## config.mk

```make
export PLATFORM = sky130hd
export DESIGN_NAME = seq_pattern_gen
export DESIGN_NICKNAME = d
export VERILOG_FILES = /design/src/rtl/seq_gen_pkg.sv /design/src/rtl/seq_shift_out.sv /design/src/rtl/seq_pattern_gen.sv
export SDC_FILE = /design/constraint.sdc
export NUM_CORES = 1
export LEC_CHECK = 0
export ABC_CLOCK_PERIOD_IN_PS = 7280
export BUFFER_PORTS_ARGS = -buffer_cell sky130_fd_sc_hd__clkbuf_2
export CORE_MARGIN = 2
export CORE_UTILIZATION = 45
export CTS_CLUSTER_DIAMETER = 150
export DETAILED_ROUTE_END_ITERATION = 6
export PLACE_DENSITY_LB_ADDON = 0.1
export SYNTH_ARGS = -nofsm -noshare
export SYNTH_HDL_FRONTEND = slang
export SYNTH_HIERARCHICAL = 1
export SYNTH_SLANG_ARGS = --single-unit
export TNS_END_PERCENT = 20
```

## constraint.sdc

```tcl
create_clock -name i_clk -period 7.28 [get_ports i_clk]
set_clock_uncertainty 0.05 [all_clocks]
set_input_delay 0.728 -clock i_clk [delete_from_list [all_inputs] [get_ports i_clk]]
set_output_delay 0.728 -clock i_clk [all_outputs]
set_load 0.02 [all_outputs]
```

## src/rtl/seq_gen_pkg.sv

```systemverilog
// rtl/seq_gen_pkg.sv - shared state type and default widths for the serial pattern generator
package seq_gen_pkg;

    localparam int DEF_PAT_W = 8;
    localparam int DEF_REP_W = 8;
    localparam int DEF_GAP_W = 4;

    typedef enum logic [1:0] {
        ST_IDLE = 2'd0,
        ST_SEND = 2'd1,
        ST_GAP  = 2'd2,
        ST_FIN  = 2'd3
    } seq_state_e;

endpackage

```

## src/rtl/seq_shift_out.sv

```systemverilog
// rtl/seq_shift_out.sv - left-aligned PISO with bit-index down-counter
module seq_shift_out
    import seq_gen_pkg::*;
#(
    parameter int   PAT_W    = DEF_PAT_W,
    parameter int   LEN_W    = $clog2(DEF_PAT_W + 1),
    parameter logic IDLE_BIT = 1'b1
) (
    input  logic             i_clk,
    input  logic             i_rst,
    input  logic             i_load,
    input  logic             i_shift,
    input  logic [PAT_W-1:0] i_pat,
    input  logic [LEN_W-1:0] i_len,
    output logic             o_bit,
    output logic             o_last
);

    logic [PAT_W-1:0] r_sreg;
    logic [LEN_W-1:0] r_idx;
    logic [LEN_W-1:0] w_sh;
    logic [PAT_W-1:0] w_loaded;

    // Pattern sits in the top len bits, IDLE_BIT below, so the MSB drops to
    // IDLE_BIT by itself after the last bit; loading len=0 parks the line idle.
    always_comb begin
        w_sh     = LEN_W'(PAT_W) - i_len;
        w_loaded = (i_pat << w_sh) | ({PAT_W{IDLE_BIT}} >> i_len);
    end

    always_ff @(posedge i_clk) begin
        if (i_rst) begin
            r_sreg <= {PAT_W{IDLE_BIT}};
            r_idx  <= '0;
        end else if (i_load) begin
            r_sreg <= w_loaded;
            r_idx  <= (i_len == '0) ? '0 : i_len - LEN_W'(1);
        end else if (i_shift) begin
            r_sreg <= {r_sreg[PAT_W-2:0], IDLE_BIT};
            if (r_idx != '0) begin
                r_idx <= r_idx - LEN_W'(1);
            end
        end
    end

    assign o_bit  = r_sreg[PAT_W-1];
    assign o_last = (r_idx == '0);

endmodule

```

## src/rtl/seq_pattern_gen.sv

```systemverilog
// rtl/seq_pattern_gen.sv - repeating MSB-first serial pattern transmitter with idle gaps
module seq_pattern_gen
    import seq_gen_pkg::*;
#(
    parameter int   PAT_W    = DEF_PAT_W,
    parameter int   REP_W    = DEF_REP_W,
    parameter int   GAP_W    = DEF_GAP_W,
    parameter logic IDLE_BIT = 1'b1
) (
    input  logic                       i_clk,
    input  logic                       i_rst,
    input  logic                       i_start,
    input  logic [PAT_W-1:0]           i_pat,
    input  logic [$clog2(PAT_W+1)-1:0] i_len,
    input  logic [REP_W-1:0]           i_reps,
    input  logic [GAP_W-1:0]           i_gap,
    input  logic                       i_abort,
    output logic                       o_dout,
    output logic                       o_dout_vld,
    output logic                       o_busy,
    output logic                       o_done
);

    localparam int LEN_W = $clog2(PAT_W + 1);

    seq_state_e       r_state;
    logic [PAT_W-1:0] r_pat;
    logic [LEN_W-1:0] r_len;
    logic [REP_W-1:0] r_rep;
    logic [GAP_W-1:0] r_gap;
    logic [GAP_W-1:0] r_gap_cnt;
    logic             r_vld;

    logic [LEN_W-1:0] w_len_clamp;
    logic             w_busy;
    logic             w_abort;
    logic             w_empty;
    logic             w_rep_more;
    logic             w_bit;
    logic             w_last;
    logic             w_load;
    logic             w_shift;
    logic [PAT_W-1:0] w_ld_pat;
    logic [LEN_W-1:0] w_ld_len;

    assign w_len_clamp = (i_len > LEN_W'(PAT_W)) ? LEN_W'(PAT_W) : i_len;
    assign w_busy      = (r_state == ST_SEND) || (r_state == ST_GAP);
    assign w_abort     = i_abort && w_busy;
    assign w_empty     = (w_len_clamp == '0) || (i_reps == '0);
    assign w_rep_more  = (r_rep != REP_W'(1));

    // Each repetition restarts by reloading the captured pattern into the shifter.
    always_comb begin
        w_load   = 1'b0;
        w_shift  = 1'b0;
        w_ld_pat = r_pat;
        w_ld_len = r_len;
        if (w_abort) begin
            w_load   = 1'b1;
            w_ld_len = '0;
        end else begin
            case (r_state)
                ST_IDLE, ST_FIN: begin
                    if (i_start) begin
                        w_load   = 1'b1;
                        w_ld_pat = i_pat;
                        w_ld_len = w_empty ? '0 : w_len_clamp;
                    end
                end
                ST_SEND: begin
                    if (w_last && w_rep_more && (r_gap == '0)) begin
                        w_load = 1'b1;
                    end else begin
                        w_shift = 1'b1;
                    end
                end
                ST_GAP: begin
                    if (r_gap_cnt == GAP_W'(1)) begin
                        w_load = 1'b1;
                    end
                end
                default: ;
            endcase
        end
    end

    seq_shift_out #(
        .PAT_W    (PAT_W),
        .LEN_W    (LEN_W),
        .IDLE_BIT (IDLE_BIT)
    ) u_shift (
        .i_clk   (i_clk),
        .i_rst   (i_rst),
        .i_load  (w_load),
        .i_shift (w_shift),
        .i_pat   (w_ld_pat),
        .i_len   (w_ld_len),
        .o_bit   (w_bit),
        .o_last  (w_last)
    );

    always_ff @(posedge i_clk) begin
        if (i_rst) begin
            r_state   <= ST_IDLE;
            r_pat     <= '0;
            r_len     <= '0;
            r_rep     <= '0;
            r_gap     <= '0;
            r_gap_cnt <= '0;
            r_vld     <= 1'b0;
        end else if (w_abort) begin
            r_state <= ST_IDLE;
            r_vld   <= 1'b0;
        end else begin
            case (r_state)
                ST_IDLE, ST_FIN: begin
                    if (i_start) begin
                        r_pat <= i_pat;
                        r_len <= w_len_clamp;
                        r_rep <= i_reps;
                        r_gap <= i_gap;
                        if (w_empty) begin
                            r_state <= ST_FIN;
                            r_vld   <= 1'b0;
                        end else begin
                            r_state <= ST_SEND;
                            r_vld   <= 1'b1;
                        end
                    end else begin
                        r_state <= ST_IDLE;
                        r_vld   <= 1'b0;
                    end
                end
                ST_SEND: begin
                    if (w_last) begin
                        r_rep <= r_rep - REP_W'(1);
                        if (!w_rep_more) begin
                            r_state <= ST_FIN;
                            r_vld   <= 1'b0;
                        end else if (r_gap != '0) begin
                            r_state   <= ST_GAP;
                            r_gap_cnt <= r_gap;
                            r_vld     <= 1'b0;
                        end
                    end
                end
                ST_GAP: begin
                    r_gap_cnt <= r_gap_cnt - GAP_W'(1);
                    if (r_gap_cnt == GAP_W'(1)) begin
                        r_state <= ST_SEND;
                        r_vld   <= 1'b1;
                    end
                end
                default: begin
                    r_state <= ST_IDLE;
                    r_vld   <= 1'b0;
                end
            endcase
        end
    end

    assign o_dout     = w_bit;
    assign o_dout_vld = r_vld;
    assign o_busy     = w_busy;
    assign o_done     = (r_state == ST_FIN);

endmodule
```

# == Word-level counts from Yosys, hierarchy flattened ==
# Index checks and enable logic that the tools add are counted.
# classes
n_bitwise,2
mux,43
order_cmp,1
multipliers,0
eq_ne,11
addsub,5
n_div,0
reduce_logical,24
shifts,2
# ops
op,n
2-to-1 mux 8 bit,7
2-to-1 mux 4 bit,12
zero test 4 bit,4
one-hot mux 8 bit (2 select lines),1
2-to-1 mux 1 bit,13
2-to-1 mux 2 bit,6
subtractor 4 x 1 -> 4 bit (second input constant),3
zero test 8 bit,1
!= test 8 x 1 -> 1 bit (second input constant),1
bitwise OR 8 bit,1
one-hot mux 4 bit (2 select lines),1
nonzero test 2 bit,4
nonzero test 4 bit,2
left shift 8 x 4 -> 8 bit,1
right shift 8 x 4 -> 8 bit (first input constant),1
subtractor 8 x 1 -> 8 bit (second input constant),1
!= test 2 bit (second input constant),3
one-hot mux 1 bit (3 select lines),2
one-hot mux 2 bit (3 select lines),1
AND reduction 3 bit,2
AND reduction 5 bit,1
equality test 2 bit (second input constant),2
equality test 4 x 1 -> 1 bit (second input constant),1
> comparator 4 bit (second input constant),1
11 further kinds,16
# word_totals
memories,0
ramBits,0
latch_bits,0
input_bits,28
register_bits,43
romBits,0
out_inout_bits,4

# == Longest topological paths before layout ==
# depth
word_depth,12
mapped_depth,17
depth_no_buf,13

# == By module ==
# Netlist, hierarchy kept.
# by_module_without_submodules
mod,instances,area_per_inst_um2,cells_per_inst
seq_pattern_gen,1,1767.9,230
seq_shift_out,1,1042.2,119

# == Worst setup path after synthesis ==
# OpenSTA, ideal clock, no wires.
# synth_timing
path_kind,register -> register
startpoint,register r_state[0]
endpoint,register u_shift.r_sreg[7]
synth_period_minus_slack_ps,3890
t_arrival_ps,3718
setup_slack_ps,3390
path_buffers,5
required_time_ps,7108
path_stages_with_launch,17
cell_sequence,dfxtp_1 inv_1 ha_1 buf_2 nand2_1 clkbuf_1 buf_1 nand2_1 a21oi_1 clkbuf_8 inv_1 ha_1 ha_1 clkbuf_2 inv_1 o311a_1 a311o_1
# synth_between
elab_chain_cells,8
# synth_rtl
element,line,text
from (decl),seq_pattern_gen.sv:26,seq_state_e r_state;
from (signal assigned),seq_pattern_gen.sv:104,r_state <= ST_IDLE;
from (signal assigned),seq_pattern_gen.sv:112,r_state <= ST_IDLE;
from (signal assigned),seq_pattern_gen.sv:123,r_state <= ST_FIN;
"equality test 2 bit, or another cell as far along",seq_pattern_gen.sv:62,case (r_state)
OR reduction 2 bit or logical OR 1 bit (tied branches),"seq_pattern_gen.sv:62, seq_pattern_gen.sv:47",
2-to-1 mux 4 bit or logical AND 1 bit (tied branches),"seq_pattern_gen.sv:62, seq_pattern_gen.sv:48",
2-to-1 mux 4 bit *,seq_pattern_gen.sv:58,if (w_abort) begin
net w_ld_len[0],seq_pattern_gen.sv:44,logic [LEN_W-1:0] w_ld_len;
subtractor 4 bit,seq_shift_out.sv:27,w_sh = LEN_W'(PAT_W) - i_len;
left shift 8 x 4 -> 8 bit,seq_shift_out.sv:28,w_loaded = (i_pat << w_sh) | ({PAT_W{IDLE_BIT}} >> i_len);
bitwise OR 8 bit *,seq_shift_out.sv:28,
2-to-1 mux 8 bit *,seq_shift_out.sv:35,end else if (i_load) begin
to (signal assigned),seq_shift_out.sv:33,r_sreg <= {PAT_W{IDLE_BIT}};
to (signal assigned),seq_shift_out.sv:36,r_sreg <= w_loaded;
to (signal assigned),seq_shift_out.sv:39,"r_sreg <= {r_sreg[PAT_W-2:0], IDLE_BIT};"
to (decl),seq_shift_out.sv:19,logic [PAT_W-1:0] r_sreg;
# The timed path passes the listed nets; every way through them passes the cells marked *.
# A chain may end at the register's enable or synchronous reset.

# == Worst setup path in the final report ==
# layout_timing
startpoint,register r_state[0]
endpoint,register u_shift.r_sreg[5]
# The elaborated chain is that of the path after synthesis.

==> out/qor.txt <==
Mapped Area -> 0.002810 mm²
Seq cells post-synth -> 43
Final Instance Area -> 0.003044 mm²
Yosys warns -> 6
Crit Path Category -> flip-flop to flip-flop
First-pass GRT wire length -> 10,700 µm
Number of nets in the layout -> 410
Die width -> 83.03 µm
RePlAce Congestion -> 0.7925
Fmax -> 237.1 MHz
Drt first pass iters -> 4
Share of cells above drive strength 1 -> 14.86%
Slew @ Worst Pin -> 1.041 ns
WP data required -> 7.40 ns
Via Count -> 2,494
Placed cell area -> 0.002963 mm²
Pwr dens -> 362.5 mW/mm²
Clk root buf -> clkbuf_8
Ys flop type -> dfxtp_1
Status -> finished clean
Die H -> 83.03 µm
CP endpoint kind -> flip-flop
Diode count -> 0
Hold crit path type -> flip-flop to flip-flop
Power, Total -> 1.104 mW
Sequential-to-total area share from yosys stat -> 30.63%
Grt ovf -> 0
Syn avg cell area -> 8.052 µm²
Final hold violations -> 0
Delay-heaviest family, CP -> compound AO/OA/AOI/OAI gates
Clock sink total -> 43
Starting Density -> 46.91%
Dpl hpwl -> 4762 µm
Clk_lat worst skew -> 0.30 ns
Largest area contributor in the netlist -> dfxtp_1
Fin Setup TNS -> 0 ns
Gr usage total -> 18.57%
WL per Instance -> 14.37 µm
MaxCap Viol Count -> 0
Cell row count -> 28
CTS tree -> yes
Crit-path cells -> inv_1 -> ha_1 -> nand2_1 -> a211oi_1 -> nand2_1 -> a21oi_1 -> inv_1 -> ha_1 -> mux4_1 -> and2_0 -> o21ai_0 -> a22oi_1
P_leak -> 1.212 nW
Final min period -> 4.218 ns
Commonest non-fill, non-tap cell in the layout -> nand2_1
Core area -> 0.005991 mm²
Max incr delay on CP -> 0.60 ns
Clock transition at path regs -> 0.08 ns
Iteration-0 DRC Markers -> 102
Post_cts resized -> 0
Vias in the first global route -> 2,251
Final setup vio count -> 0
Startpoint types -> flip-flop
Largest net degree at the start of global routing -> 39
Unrepaired setup endpoints after global routing -> false
CP max stage cell -> mux4_1
Synth cell types -> 62
Drt total wl -> 6395 µm
Synth area leaders -> dfxtp_1 31%, nand2_1 7.2%, a21oi_1 6.9%
Final cycle utilization of the critical path -> 57.94%
Final slew viol count -> 0
Worst VDD drop -> 0.0001456 V
Crit path buf inv count -> 2
Most frequent cells in the layout -> 54 x nand2_1, 43 x dfxtp_1, 39 x a21oi_1, 31 x clkbuf_2, 25 x nor2_1
Area grow syn2layout -> 8.326%
Crit path max fanout -> 21
Hold buffers post-CTS -> 0
TritonCTS buffer count -> 5
Synth top area share -> 30.63%
Initial antenna violation count -> 0
Async SR Flop Fraction -> 0%
WP data arrival -> 4.33 ns
H-tree Lvls -> 2
Post-CTS setup buffers -> 0
Mapped Cells -> 349
Final hold slack -> 0.4133 ns
Post-synth EDFFs -> 0
Port bufs -> 31
Die footprint -> 0.006893 mm²
DRC -> 0
DRT antenna net count -> 0
Slew headroom -> 30.47%
Via density -> 5.604
Syn_nets -> 390
# IOs -> 32
Clock buffer depth -> 2
## sequential cells by signal, indices dropped and copies added (netlist names)
name	cells
r_len	4
r_gap	4
r_rep	8
o_dout_vld	1
u_shift/r_sreg	8
r_gap_cnt	4
r_state	2
u_shift/r_idx	4
r_pat	8
## routing by layer
metal / up-vias / share of wire (%) / track usage, %
met1: 1143 / 53 / 26.40
met5: - / 0 / 0
met2: 39 / 43 / 28.96
met4: 0 / 1.0 / 4.471
met3: 6 / 2.8 / 3.678
li1: 1306 / - / -
## report_power, final
group / internal, mW / total [mW] / switching, mW / leakage, nW
clock: 0.0675 / 0.151 / 0.0831 / 0.0422
combinational: 0.244 / 0.598 / 0.354 / 0.817
sequential: 0.305 / 0.355 / 0.0502 / 0.353
## final cells by class
cell class | instances | area, µm²
Fill cell | 617 | 2947
Multi-Input combinational cell | 268 | 1774
Sequential cell | 43 | 860.8
Timing Repair Buffer | 32 | 162.7
Tap cell | 75 | 93.84
Clock buffer | 7 | 76.32
Inverter | 19 | 71.32
Clock inverter | 1 | 5.005
## final timing paths
kind	start	to	slack, ns	cells after the start
worst max-delay path	r_state[0]	u_shift/r_sreg[5]	3.06	12
worst min-delay path	r_len[3]	r_len[3]	0.41	2
worst max register to register	r_state[0]	u_shift/r_sreg[5]	3.06	12
worst min register to register	r_len[3]	r_len[3]	0.41	2
## Yosys cell counts, drive strengths merged (4+ instances only)
master / count
mux2i: 14
a21o: 6
a211oi: 9
nor3: 10
clkbuf: 13
buf: 6
o32ai: 5
nand2: 54
ha: 13
a22oi: 7
nor2b: 4
o21ai: 15
nor4: 4
nor2: 25
a21oi: 39
inv: 19
dfxtp: 43
nand2b: 8
## stage by stage
| step | cells | setup slack, ns | utilization (%) |
|---|---|---|---|
| 2_1_floorplan | 349 | 3.390 | - |
| 3_3_place_gp | 437 | 3.256 | 49.46 |
| 5_1_grt | 445 | 2.691 | 50.81 |
| 6_report | 445 | 3.062 | 50.81 |
| 4_1_cts | 445 | 3.070 | 50.81 |
| 3_5_place_dp | 437 | 3.102 | 49.46 |
## kinds of logic after synthesis
group | Yosys count | synth area share, %
multiplexers | 19 | 8.192
AO/OA/AOI/OAI | 105 | 25.69
AND/OR/NAND/NOR | 129 | 22.40
XOR/XNOR | 2 | 0.8907
buffers and inverters | 38 | 6.411
flip-flops | 43 | 30.63
adder cells (fa/ha/maj) | 13 | 5.788
## tightest hold or removal path, stage by stage, from the launching register on
cell     delay (ns)
dfxtp_1        0.30
nand2_1        0.06
a21oi_1        0.05
No activity file was read; power rests on OpenSTA's default activity.
